## src/rtl/multicycle_pkg.sv

```systemverilog
// Shared definitions for the multicycle LEGv8 control unit: opcode patterns,
// state and instruction-class encodings, ALUOp classes and the steering table.
package multicycle_pkg;

    localparam logic [10:0] OP_LDUR = 11'b11111000010;
    localparam logic [10:0] OP_STUR = 11'b11111000000;
    localparam logic [10:0] OP_ADD  = 11'b10001011000;
    localparam logic [10:0] OP_SUB  = 11'b11001011000;
    localparam logic [10:0] OP_AND  = 11'b10001010000;
    localparam logic [10:0] OP_ORR  = 11'b10101010000;
    localparam logic [10:0] OP_CBZ  = 11'b10110100???;
    localparam logic [10:0] OP_B    = 11'b000101?????;

    localparam logic [1:0] ALUOP_ADD   = 2'b00;
    localparam logic [1:0] ALUOP_CBZ   = 2'b01;
    localparam logic [1:0] ALUOP_RTYPE = 2'b10;

    typedef enum logic [2:0] {
        ST_FETCH  = 3'd0,
        ST_DECODE = 3'd1,
        ST_EXEC   = 3'd2,
        ST_MEM    = 3'd3,
        ST_WB     = 3'd4,
        ST_FAULT  = 3'd7
    } state_e;

    typedef enum logic [2:0] {
        CLS_NONE  = 3'd0,
        CLS_LDUR  = 3'd1,
        CLS_STUR  = 3'd2,
        CLS_RTYPE = 3'd3,
        CLS_CBZ   = 3'd4,
        CLS_B     = 3'd5
    } iclass_e;

    typedef struct packed {
        logic       reg2loc;
        logic       alusrc;
        logic [1:0] aluop;
        logic       memtoreg;
    } steer_t;

    // CLS_NONE (no instruction in flight) maps to all-zero steering.
    function automatic steer_t steer_of(input iclass_e cls);
        steer_t s;
        s = '0;
        case (cls)
            CLS_LDUR:  begin s.alusrc = 1'b1; s.aluop = ALUOP_ADD; s.memtoreg = 1'b1; end
            CLS_STUR:  begin s.reg2loc = 1'b1; s.alusrc = 1'b1; s.aluop = ALUOP_ADD; end
            CLS_RTYPE: begin s.aluop = ALUOP_RTYPE; end
            CLS_CBZ:   begin s.reg2loc = 1'b1; s.aluop = ALUOP_CBZ; end
            CLS_B:     begin s.aluop = ALUOP_ADD; end
            default:   begin s = '0; end
        endcase
        return s;
    endfunction

endpackage

```

## src/rtl/mc_opcode_decoder.sv

```systemverilog
// Combinational opcode classifier: Opcode -> {legal, instruction class}.
// Priority casez; CBZ and B match on their fixed high bits only.
module mc_opcode_decoder
    import multicycle_pkg::*;
#(
    parameter int OPCODE_W = 11
) (
    input  logic [OPCODE_W-1:0] opcode_i,
    output logic                legal_o,
    output logic [2:0]          class_o
);

    // Priority decode of the opcode field into an instruction class.
    always_comb begin
        legal_o = 1'b1;
        class_o = CLS_NONE;
        casez (opcode_i)
            OP_LDUR: class_o = CLS_LDUR;
            OP_STUR: class_o = CLS_STUR;
            OP_ADD:  class_o = CLS_RTYPE;
            OP_SUB:  class_o = CLS_RTYPE;
            OP_AND:  class_o = CLS_RTYPE;
            OP_ORR:  class_o = CLS_RTYPE;
            OP_CBZ:  class_o = CLS_CBZ;
            OP_B:    class_o = CLS_B;
            default: begin
                legal_o = 1'b0;
                class_o = CLS_NONE;
            end
        endcase
    end

endmodule

```

## src/rtl/multicycle_control.sv

```systemverilog
// Multicycle LEGv8 control FSM (FETCH/DECODE/EXEC/MEM/WB/FAULT) with memory
// wait timeout. Optional retired-instruction counter: define MC_PERF_COUNT_EN.
module multicycle_control
    import multicycle_pkg::*;
#(
    parameter int OPCODE_W    = 11,
    parameter int MEM_TIMEOUT = 16,
    parameter int CNT_W       = $clog2(MEM_TIMEOUT + 1)
) (
    input  logic                CLK,
    input  logic                Reset,
    input  logic [OPCODE_W-1:0] Opcode,
    input  logic                MemReady,
    input  logic                Zero,
    output logic                InstrReq,
    output logic                IRWrite,
    output logic                PCWrite,
    output logic                Reg2Loc,
    output logic                ALUSrc,
    output logic                MemToReg,
    output logic                RegWrite,
    output logic                MemRead,
    output logic                MemWrite,
    output logic                Branch,
    output logic                Uncondbranch,
    output logic [1:0]          ALUOp,
    output logic                Fault,
    output logic [2:0]          State
`ifdef MC_PERF_COUNT_EN
    ,
    output logic [31:0]         RetiredCount
`endif
);

    localparam int            CW          = (CNT_W > 0) ? CNT_W : 1;
    localparam logic          TIMEOUT_EN  = (MEM_TIMEOUT > 0) ? 1'b1 : 1'b0;
    localparam logic [CW-1:0] CNT_LIMIT   = CW'((MEM_TIMEOUT > 0) ? (MEM_TIMEOUT - 1) : 0);
    localparam logic [CW-1:0] CNT_MAX     = '1;

    state_e        state_q, state_d;
    iclass_e       class_q, class_d;
    logic [CW-1:0] cnt_q, cnt_d;

    logic          dec_legal;
    logic [2:0]    dec_class_raw;
    iclass_e       dec_class;
    iclass_e       steer_cls;
    steer_t        steer;
    logic          wait_expired;

    logic instr_req, ir_write, pc_write, reg_write;
    logic mem_read, mem_write, branch, uncond, fault;

    mc_opcode_decoder #(
        .OPCODE_W (OPCODE_W)
    ) u_dec (
        .opcode_i (Opcode),
        .legal_o  (dec_legal),
        .class_o  (dec_class_raw)
    );

    // Limit is checked one count early so the FAULT transition lands after
    // exactly MEM_TIMEOUT low cycles; MemReady high always takes priority.
    always_comb begin
        dec_class    = iclass_e'(dec_class_raw);
        wait_expired = TIMEOUT_EN && !MemReady && (cnt_q == CNT_LIMIT);
    end

    // Next-state and control-strobe logic.
    always_comb begin
        state_d   = state_q;
        class_d   = class_q;
        steer_cls = CLS_NONE;
        instr_req = 1'b0;
        ir_write  = 1'b0;
        pc_write  = 1'b0;
        reg_write = 1'b0;
        mem_read  = 1'b0;
        mem_write = 1'b0;
        branch    = 1'b0;
        uncond    = 1'b0;
        fault     = 1'b0;
        case (state_q)
            ST_FETCH: begin
                instr_req = 1'b1;
                if (MemReady) begin
                    ir_write = 1'b1;
                    pc_write = 1'b1;
                    state_d  = ST_DECODE;
                end else if (wait_expired) begin
                    state_d = ST_FAULT;
                end else begin
                    state_d = ST_FETCH;
                end
            end
            ST_DECODE: begin
                if (dec_legal) begin
                    steer_cls = dec_class;
                    class_d   = dec_class;
                    state_d   = ST_EXEC;
                end else begin
                    state_d = ST_FAULT;
                end
            end
            ST_EXEC: begin
                steer_cls = class_q;
                case (class_q)
                    CLS_RTYPE: state_d = ST_WB;
                    CLS_LDUR:  state_d = ST_MEM;
                    CLS_STUR:  state_d = ST_MEM;
                    CLS_CBZ: begin
                        branch   = 1'b1;
                        pc_write = Zero;
                        state_d  = ST_FETCH;
                    end
                    CLS_B: begin
                        uncond   = 1'b1;
                        pc_write = 1'b1;
                        state_d  = ST_FETCH;
                    end
                    default: state_d = ST_FAULT;
                endcase
            end
            ST_MEM: begin
                steer_cls = class_q;
                case (class_q)
                    CLS_LDUR: begin
                        mem_read = 1'b1;
                        if (MemReady) begin
                            state_d = ST_WB;
                        end else if (wait_expired) begin
                            state_d = ST_FAULT;
                        end else begin
                            state_d = ST_MEM;
                        end
                    end
                    CLS_STUR: begin
                        mem_write = 1'b1;
                        if (MemReady) begin
                            state_d = ST_FETCH;
                        end else if (wait_expired) begin
                            state_d = ST_FAULT;
                        end else begin
                            state_d = ST_MEM;
                        end
                    end
                    default: state_d = ST_FAULT;
                endcase
            end
            ST_WB: begin
                steer_cls = class_q;
                reg_write = 1'b1;
                state_d   = ST_FETCH;
            end
            ST_FAULT: begin
                fault   = 1'b1;
                state_d = ST_FAULT;
            end
            default: begin
                fault   = 1'b1;
                state_d = ST_FAULT;
            end
        endcase
        steer = steer_of(steer_cls);
    end

    // Wait counter: restarts on any state change, counts low-MemReady cycles.
    always_comb begin
        if (state_d != state_q) begin
            cnt_d = '0;
        end else if ((state_q == ST_FETCH || state_q == ST_MEM) && !MemReady && cnt_q != CNT_MAX) begin
            cnt_d = cnt_q + CW'(1);
        end else begin
            cnt_d = cnt_q;
        end
    end

    // Outputs are forced low while Reset is asserted, even though FETCH
    // would otherwise raise InstrReq.
    always_comb begin
        if (Reset) begin
            InstrReq     = 1'b0;
            IRWrite      = 1'b0;
            PCWrite      = 1'b0;
            Reg2Loc      = 1'b0;
            ALUSrc       = 1'b0;
            MemToReg     = 1'b0;
            RegWrite     = 1'b0;
            MemRead      = 1'b0;
            MemWrite     = 1'b0;
            Branch       = 1'b0;
            Uncondbranch = 1'b0;
            ALUOp        = 2'b00;
            Fault        = 1'b0;
        end else begin
            InstrReq     = instr_req;
            IRWrite      = ir_write;
            PCWrite      = pc_write;
            Reg2Loc      = steer.reg2loc;
            ALUSrc       = steer.alusrc;
            MemToReg     = steer.memtoreg;
            RegWrite     = reg_write;
            MemRead      = mem_read;
            MemWrite     = mem_write;
            Branch       = branch;
            Uncondbranch = uncond;
            ALUOp        = steer.aluop;
            Fault        = fault;
        end
        State = state_q;
    end

    // State, class and wait-counter registers.
    always_ff @(posedge CLK or posedge Reset) begin
        if (Reset) begin
            state_q <= ST_FETCH;
            class_q <= CLS_NONE;
            cnt_q   <= '0;
        end else begin
            state_q <= state_d;
            class_q <= class_d;
            cnt_q   <= cnt_d;
        end
    end

`ifdef MC_PERF_COUNT_EN
    logic [31:0] retired_q, retired_d;

    // Retire on every return to FETCH from an executing state.
    always_comb begin
        if (state_d == ST_FETCH && (state_q == ST_EXEC || state_q == ST_MEM || state_q == ST_WB)) begin
            retired_d = retired_q + 32'd1;
        end else begin
            retired_d = retired_q;
        end
        RetiredCount = retired_q;
    end

    // Retired-instruction counter register.
    always_ff @(posedge CLK or posedge Reset) begin
        if (Reset) begin
            retired_q <= 32'd0;
        end else begin
            retired_q <= retired_d;
        end
    end
`endif

endmodule

```

## config.mk

```make
export PLATFORM = sky130hd
export DESIGN_NAME = multicycle_control
export DESIGN_NICKNAME = d
export VERILOG_FILES = /design/src/rtl/multicycle_pkg.sv /design/src/rtl/mc_opcode_decoder.sv /design/src/rtl/multicycle_control.sv
export SDC_FILE = /design/constraint.sdc
export NUM_CORES = 1
export LEC_CHECK = 0
export BUFFER_PORTS_ARGS = -buffer_cell sky130_fd_sc_hd__buf_2
export CAP_MARGIN = 10
export CORE_ASPECT_RATIO = 0.9
export CORE_MARGIN = 2
export CORE_UTILIZATION = 50
export CTS_BUF_LIST = sky130_fd_sc_hd__clkbuf_8
export CTS_CLUSTER_DIAMETER = 150
export DETAILED_ROUTE_END_ITERATION = 8
export HOLD_SLACK_MARGIN = 0.12
export PLACE_DENSITY_LB_ADDON = 0.2
export SYNTH_ARGS = -nofsm -noshare
export SYNTH_HDL_FRONTEND = slang
export SYNTH_HIERARCHICAL = 1
export SYNTH_SLANG_ARGS = --single-unit
```

## constraint.sdc

```tcl
create_clock -name CLK -period 4.51 [get_ports CLK]
set_input_delay 0.2255 -clock CLK [delete_from_list [all_inputs] [get_ports CLK]]
set_output_delay 0.2255 -clock CLK [all_outputs]
set_load 0.01 [all_outputs]
```

-- Yosys cells after proc, flatten, opt, wreduce, memory -nomap -nowiden
Cells that the tools add are included.
- input bits: 15
- logic and storage cells: 91
- output and inout port bits: 17
- flip-flop bits (word level): 11
- multiplexer cells: 47
- equality and inequality tests: 24
- reduce and logical (&&, ||, !) cells: 16
- add/sub/neg operators: 1
- operator list (kind ; count):
    $eq A11 B11 Y1 const B ; 6
    $pmux W3 S5 ; 2
    $mux W1 ; 29
    $mux W3 ; 7
    $eq A3 B2 Y1 const B ; 6
    $eq A3 B3 Y1 const B ; 4
    $pmux W3 S2 ; 2
    $mux W5 ; 2
    $eq A3 B1 Y1 const B ; 3
    $pmux W3 S3 ; 1
    $eq A8 B8 Y1 const B ; 1
    $reduce_or A2 Y1 ; 4
    $reduce_or A8 Y1 ; 1
    $eq A6 B3 Y1 const B ; 1
    $add A5 B1 Y5 const B ; 1
    $eq A5 B4 Y1 const B ; 1
    $ne A5 B5 Y1 const B ; 1
    $reduce_or A5 Y1 ; 1
    $pmux W1 S2 ; 2
    $pmux W2 S2 ; 1
    $reduce_or A4 Y1 ; 1
    $logic_and A1 B1 Y1 ; 3
    $logic_not A3 Y1 ; 1
    $ne A3 B3 Y1 ; 1
    other kinds (6) ; 6

-- Depth between registers and ports, before layout
Gate-level depths: netlist of the first run.
- word-level depth: 9
- gate-level depth with buffers: 9
- depth with buffers taken out: 9

-- Hierarchy
Netlist of the first run, hierarchy kept.
- by module, submodules not included (module ; seq. area each (µm²) ; cells an instance ; times used ; area an instance (µm²)):
    multicycle_control ; 275.3 ; 112 ; 1 ; 947.2
    mc_opcode_decoder ; 0.0 ; 20 ; 1 ; 146.4

-- Least setup slack after synthesis of the first run
Ideal clock, no wire load.
- kind: input port to output port
- start: in Opcode[5]
- end: out ALUOp[0]
- arrival: 2.061 ns
- buffers on the path: 0
- setup slack: 2.223 ns
- stages on the path: 6
- data required time: 4.285 ns
- cells stage by stage: or4_1 -> o21bai_1 -> inv_1 -> nor4b_4 -> a221oi_2 -> nor4b_1
- longest elaborated chain between the ends: 8
- elaborated cells on any way between the ends: 18
- classes of those cells: 10 x eq/ne; 6 x mux; 2 x reduce/logical
- ends and longest elaborated chain (element ; RTL line ; text):
    from (decl) ; multicycle_control.sv:12 ; input logic [OPCODE_W-1:0] Opcode,
    $eq A11 B11 Y1 (tied with other cells) ; mc_opcode_decoder.sv:17 ; casez (opcode_i)
    $reduce_or A8 Y1 (no line) * ; n/a ;
    $mux W1 * ; mc_opcode_decoder.sv:17 ;
    named net dec_legal ; multicycle_control.sv:44 ; logic dec_legal;
    $mux W3 * ; multicycle_control.sv:97 ; if (dec_legal) begin
    $pmux W3 S2 * ; multicycle_control.sv:83 ; case (state_q)
    $eq A3 B3 Y1 / $eq A3 B2 Y1 (equally long branches) ; multicycle_pkg.sv:47 ; case (cls)
    $pmux W2 S2 * ; multicycle_pkg.sv:47 ;
    $mux W2 * ; multicycle_control.sv:181 ; if (Reset) begin
    to (decl) ; multicycle_control.sv:26 ; output logic [1:0] ALUOp,
Mark *: on every way through the listed nets, which the timed path passes. The rest lies on a longest branch.

-- Final worst setup path of the first run
- start: in Opcode[3]
- end: out ALUSrc
- longest elaborated chain between the ends: 9
- elaborated cells on any way between the ends: 18
- classes of those cells: 9 x eq/ne; 6 x mux; 3 x reduce/logical
- ends and longest elaborated chain (element ; RTL line ; text):
    $eq A11 B11 Y1 / $eq A8 B8 Y1 (equally long branches) ; mc_opcode_decoder.sv:17 ;
    $reduce_or A8 Y1 (no line) * ; n/a ;
    $mux W1 * ; mc_opcode_decoder.sv:17 ;
    named net dec_legal ; multicycle_control.sv:44 ;
    $mux W3 * ; multicycle_control.sv:97 ;
    $pmux W3 S2 * ; multicycle_control.sv:83 ;
    $eq A3 B2 Y1 / $eq A3 B1 Y1 (equally long branches) ; multicycle_pkg.sv:47 ;
    $reduce_or A2 Y1 (no line) * ; n/a ;
    $mux W1 * ; multicycle_pkg.sv:47 ;
    $mux W1 * ; multicycle_control.sv:181 ;
    to (decl) ; multicycle_control.sv:19 ; output logic ALUSrc,
Marks and branches as above.

==> impl_metrics.ini, run 1 <==
[synthesis]
synthFlopType = dfrtp_1
syn-instance-count = 132
ys_seq_area_share_pct = 25.17
synth_top_area_share_pct = 25.17
synth-edff-count = 0
synth_top_area_cell = dfrtp_1
yosysWarningCount = 6
ys_async_sr_fraction_pct = 100.0
synth.avg_cell_area_sq_um = 8.284
yosysUniqueCellTypes = 45
synth-seq-cells = 11
syn_area_sq_um = 1094
synth.net_count = 150
synth.area.top_cells = dfrtp_1 25%, nand2_1 5.1%, nor2_1 5.1%

[floorplanning]
rows = 16
boundaryPins = 32
core_area_sq_um = 2122
die_x_um = 53.30
die_height_um = 48.37
die_area_sq_um = 2578
initial_utilization_pct = 51.53

[drt]
wire_per_inst_um = 14.07
drt_iter0_markers = 19
vias = 1059
drc = 0
drt_wl_total_um = 2659
dr.pass1.iters = 4
vias_per_cell = 5.603
ant_nets = 0

[sta]
clock.fmax_ghz = 0.3845
finClkSkew_ps = 2.167
rsz0062_at_grt = false
setup_viol_count_final = 0
period_minus_slack_ps = 2601
timing.final.max_slew_violations = 0
hold_viol = 0
worst_pin_slew_ps = 542.8
worst_slack_ps = 1909
setup-tns-final_ps = 0
period_share_pct = 57.67
worst_slew_margin_rel_pct = 63.77

[clock_network]
cts_tree = yes
clk_path_buf_depth = 2
clkTransAtPathRegs_ps = 50
clock-sinks = 11
cts_root_buffer = clkbuf_8
htreeDepth = 1
clk_latency_ps = 240
cts_buffers = 3

[final_layout]
multi_input_area_sq_um = 755.7
layout.nets = 181
area_growth_pct = 18.76
final_cell_area_sq_um = 1299
nFillCells = 201
most-common-layout-cells = 31 x buf_2, 15 x nor2_1, 15 x nand2_1, 11 x dfrtp_1, 8 x nor3_1
ff_latch_area_sq_um = 275.3
layout-drive-gt1-share_pct = 29.63
layoutNonFillerInstCount = 189
layout_commonest_cell = buf_2
antennaDiodeCount = 0

[power]
vdd_drop_max_uv = 264.1
powerDensity_nw_per_um2 = 170.9
p_leak_nw = 0.6161

[hold_path]
min_path_cells = 4
worstHoldEndpoint = State[1]$_DFF_PP0_
worstHoldStart = MemReady
hp-class = in2reg

[global_route]
grt_pass1_wl_um = 4519
grt_max_degree = 16
grt_pass1_vias = 986
track_usage_pct = 22.99
grt_overflow = 0
antenna_found_initial = 0

[placement]
routabilityCongestion = 0.8091
place_ws_ps = 1911
portBuffers = 31
hpwl_um = 2012
placed_cell_area_sq_um = 1242
place_inst = 184

[worst_setup_path]
path_max_fanout = 8
crit_arrival_ps = 2380
startpoint_type = primary input
cp_slowest_cell = nor4b_4
cp_slowest_stage_delay_ps = 470
rrSetupSlack_ps = 2350
r2r-end = cnt_q[1]$_DFFE_PP0P_
critPathRequiredTime_ps = 4280
worstPathCellList = buf_2 > mux2_4 > nor4b_4 > nor2_1 > o21bai_1 > inv_1 > nor4b_4 > a221oi_2 > or2_1 > a21oi_2 > buf_2
reg2reg_depth = 8
path_class = in2out
end_kind = output port
rr_startpoint = cnt_q[0]$_DFFE_PP0P_

[status]
status = finished, final reports clean

[job]
cap_violations = 0
what timing repair did:
item	in CTS	in global routing
endpoints found under the hold margin	11	0
gates resized for setup	0	0
buffers inserted	0	0
hold buffers	1	0
metrics by stage:
stage                     power [W]  hold WS, ps  utilization, %
after floorplan           0.0001117        99.40               -
after global placement    0.0001231        351.2           58.55
after detailed placement  0.0001237        346.5           58.55
after CTS                 0.0002245        415.0           61.20
after global routing      0.0002330        433.2           61.20
final                     0.0002220        433.4           61.20
routing by layer:
| layer | up-vias | track usage, % | part of all wire [%] |
|---|---|---|---|
| met2 | 36 | 36.63 | 49 |
| li1 | 533 | - | - |
| met4 | 0 | 2.991 | 0 |
| met1 | 490 | 31.82 | 45 |
| met5 | - | 0 | 0 |
| met3 | 0 | 6.173 | 6.2 |
sequential cells by signal, summed over array words and instances (netlist names):
register  cells
State         3
class_q       3
cnt_q         5
report_power, final:
part           switching, W  total [W]  leakage, nW  internal, W
Sequential                0  0.0000988        0.133    0.0000988
Combinational     0.0000138  0.0000241        0.458    0.0000103
Clock             0.0000383  0.0000991       0.0255    0.0000608
Total             0.0000520   0.000222        0.616     0.000170
layout make-up:
| cell class | instances | area share, % |
|---|---|---|
| flip-flops and latches | 11 | 21.19 |
| well taps | 27 | 2.601 |
| multi-input cells | 109 | 58.19 |
| clock buffers | 3 | 3.179 |
| repair buffers | 32 | 12.72 |
| inverters | 6 | 1.734 |
| clock inverters | 1 | 0.3854 |
synthesized netlist by cell type (all sizes together) (5+ instances only):
cell type   n
nor3        9
inv         6
dfrtp      11
nand2      15
and3        5
a21oi       7
buf         5
nor2       15
xnor2       6
nor4b       5
cells by family after synthesis:
group                      synth area share, %
muxes                                    5.263
AOI/OAI and AO/OA                        17.73
adders and majority gates                3.433
buffers and inverters                    5.720
and+or+nand+nor                          37.87
DFF                                      25.17
xor gates and xnor gates                 4.805
how the worst max path moves through the flow:
stage                     startpoint       end  slack, ps  depth (start not counted)
final                      Opcode[3]    ALUSrc       1910                         11
after CTS                  Opcode[3]    ALUSrc       1910                         11
after global routing       Opcode[3]    ALUSrc       1740                         11
after floorplan            Opcode[5]  ALUOp[0]       2220                          6
after detailed placement   Opcode[3]    ALUSrc       1910                         11
after global placement     Opcode[3]    ALUSrc       1980                         11
critical path: cells and delay by family:
kind | cells | cell delay [ps]
AO/OA/AOI/OAI | 3 | 430
AND/OR/NAND/NOR | 4 | 1040
multiplexers | 1 | 320
buffers and inverters | 3 | 370
No activity file was read; power rests on OpenSTA's default activity.
==> run 2: changes to the inputs <==
--- a/config.mk
+++ b/config.mk
@@ -9,7 +9,7 @@
 export CAP_MARGIN = 10
 export CORE_ASPECT_RATIO = 0.9
 export CORE_MARGIN = 2
-export CORE_UTILIZATION = 50
+export CORE_UTILIZATION = 48
 export CTS_BUF_LIST = sky130_fd_sc_hd__clkbuf_8
 export CTS_CLUSTER_DIAMETER = 150
 export DETAILED_ROUTE_END_ITERATION = 8
==> constraint.sdc (replaced) <==
create_clock -name CLK -period 2.1 [get_ports CLK]
set_input_delay 0.105 -clock CLK [delete_from_list [all_inputs] [get_ports CLK]]
set_output_delay 0.105 -clock CLK [all_outputs]
set_load 0.01 [all_outputs]
==> run 2 against run 1 <==
The run now ends with setup timing left. Non-clock buffer count up 22. Utilization up 10 points. Design area up 19%.
==> impl_metrics.ini, run 2 (synthesis gave the netlist of run 1 again) <==
[status]
status = finished with violations
violations = setup timing

[final_layout]
layout.nets = 203
top_register = cnt_q
antennaDiodeCount = 0
finalCoreUtilization_pct = 71.41
layout-drive-gt1-share_pct = 43.48
most-common-layout-cells = 29 x buf_2, 22 x buf_4, 15 x nor2_1, 14 x nand2_1, 10 x dfrtp_1
largest_reg_flops = 5
area_growth_pct = 41.19
layoutNonFillerInstCount = 211
layout_commonest_cell = buf_2
nFillCells = 167

[drt]
vias_per_cell = 5.801
vias = 1224
drc = 0
drt_iter0_markers = 40
ant_nets = 0
dr.pass1.iters = 4
wire_per_inst_um = 15.54
drt_wl_total_um = 3279

[clock_network]
clock-sinks = 11
htreeDepth = 1
cts_root_buffer = clkbuf_8
clkTransAtPathRegs_ps = 50
clk_latency_ps = 240
clk_path_buf_depth = 2
cts_tree = yes
cts_buffers = 3

[placement]
place_inst = 197
routabilityCongestion = 0.8274
hpwl_um = 2250
portBuffers = 31
place_ws_ps = -84.78

[power]
power_w = 0.0004952
p_leak_nw = 0.7323
vdd_drop_max_uv = 417.5
powerDensity_nw_per_um2 = 320.8

[worst_setup_path]
startpoint_type = primary input
endpoint = ALUOp[1]
crit_arrival_ps = 2100
critPathLaunch = Opcode[3]
path_max_fanout = 4
end_kind = output port
r2r-end = cnt_q[1]$_DFFE_PP0P_
critPathRequiredTime_ps = 2000
rr_startpoint = cnt_q[0]$_DFFE_PP0P_
reg2reg_depth = 8
path_class = in2out
rrSetupSlack_ps = 80

[sta]
hold_viol = 0
worst_pin_slew_ps = 511.7
rsz0062_at_grt = true
period_minus_slack_ps = 2210
clock.fmax_ghz = 0.4526
worst_slack_ps = -109.5
finClkSkew_ps = 1.583
worst_hold_slack_ps = 300.9
period_share_pct = 105.2
setup_viol_count_final = 5
timing.final.max_slew_violations = 0
worst_slew_margin_rel_pct = 65.53

[global_route]
grt_max_degree = 13
grt_overflow = 0
grt_pass1_vias = 1162
antenna_found_initial = 0
grt_pass1_wl_um = 5043
track_usage_pct = 26.19

[hold_path]
min_path_cells = 4
hp-class = in2reg

[job]
cap_violations = 0

[floorplanning]
die_area_sq_um = 2676
initial_utilization_pct = 50.58
die_height_um = 49.28
boundaryPins = 32
rows = 16
core_area_sq_um = 2162
die_x_um = 54.31
==> run 2: changes by cell type in the layout (fill, tap and decap cells not counted), moves of 2 or more <==
cell / previous run / this run
buf_6: 0 / 2
ha_1: 3 / 1
buf_2: 31 / 29
buf_4: 0 / 22
==> run 2: cell type report <==
type	instances	area, sq um	area share, %
Multi-Input combinational cell	109	822.0	53.24
Timing Repair Buffer	54	342.8	22.20
Sequential cell	11	276.5	17.91
Clock buffer	3	41.29	2.674
Tap cell	27	33.78	2.188
Inverter	6	22.52	1.459
Clock inverter	1	5.005	0.3241
==> run 2: worst min-delay path by stage <==
stage	startpoint	endpoint	slack, ps
final	MemReady	State[1]$_DFF_PP0_	300
after global routing	MemReady	State[1]$_DFF_PP0_	330
after CTS	MemReady	State[1]$_DFF_PP0_	290
after detailed placement	Reset	class_q[1]$_DFFE_PP0P_	110
after global placement	Reset	State[0]$_DFF_PP0_	110
after floorplan	Reset	State[0]$_DFF_PP0_	-20
==> run 2: worst max-delay path, stage by stage <==
cell       delay, ps
buf_6             90
mux2_4           300
nor4b_4          240
nor2_1            80
o21bai_1         140
inv_1            100
nor4b_4          370
buf_4            200
o2bb2ai_4        120
nor3b_2          200
buf_2            160
==> run 2: what timing repair did <==
action                     CTS  global route
resized for setup            5            10
hold buffers                 1             0
pin swaps                    6             5
buffers inserted             4             5
cloned                       0             0
setup endpoints to repair    6            10
hold endpoints to repair     4             0
==> run 2: where the power goes <==
group / leakage [nW] / internal [W] / switching [W] / total [W]
registers: 0.133 / 0.000212 / 0 / 0.000212
logic: 0.574 / 0.0000319 / 0.0000337 / 0.0000656
clock network: 0.0255 / 0.000131 / 0.0000865 / 0.000217
==> run 2: routing by layer <==
| metal | global-route usage [%] | wire length [um] | share of wire (%) | vias to the layer above |
|---|---|---|---|---|
| li1 | - | - | - | 579 |
| met1 | 34.89 | 1448 | 44 | 571 |
| met2 | 36.95 | 1521 | 46 | 55 |
| met3 | 7.975 | 178 | 5.4 | 19 |
| met4 | 14.58 | 130 | 4.0 | 0 |
| met5 | 0 | 0 | 0 | - |
==> run 2: per-stage QoR <==
step | area, sq um | setup TNS [ps]
after floorplan | 1094 | 0
after global placement | 1340 | 0
after detailed placement | 1340 | -250.8
after CTS | 1456 | -190.8
after global routing | 1544 | -1354
final | 1544 | -500.3
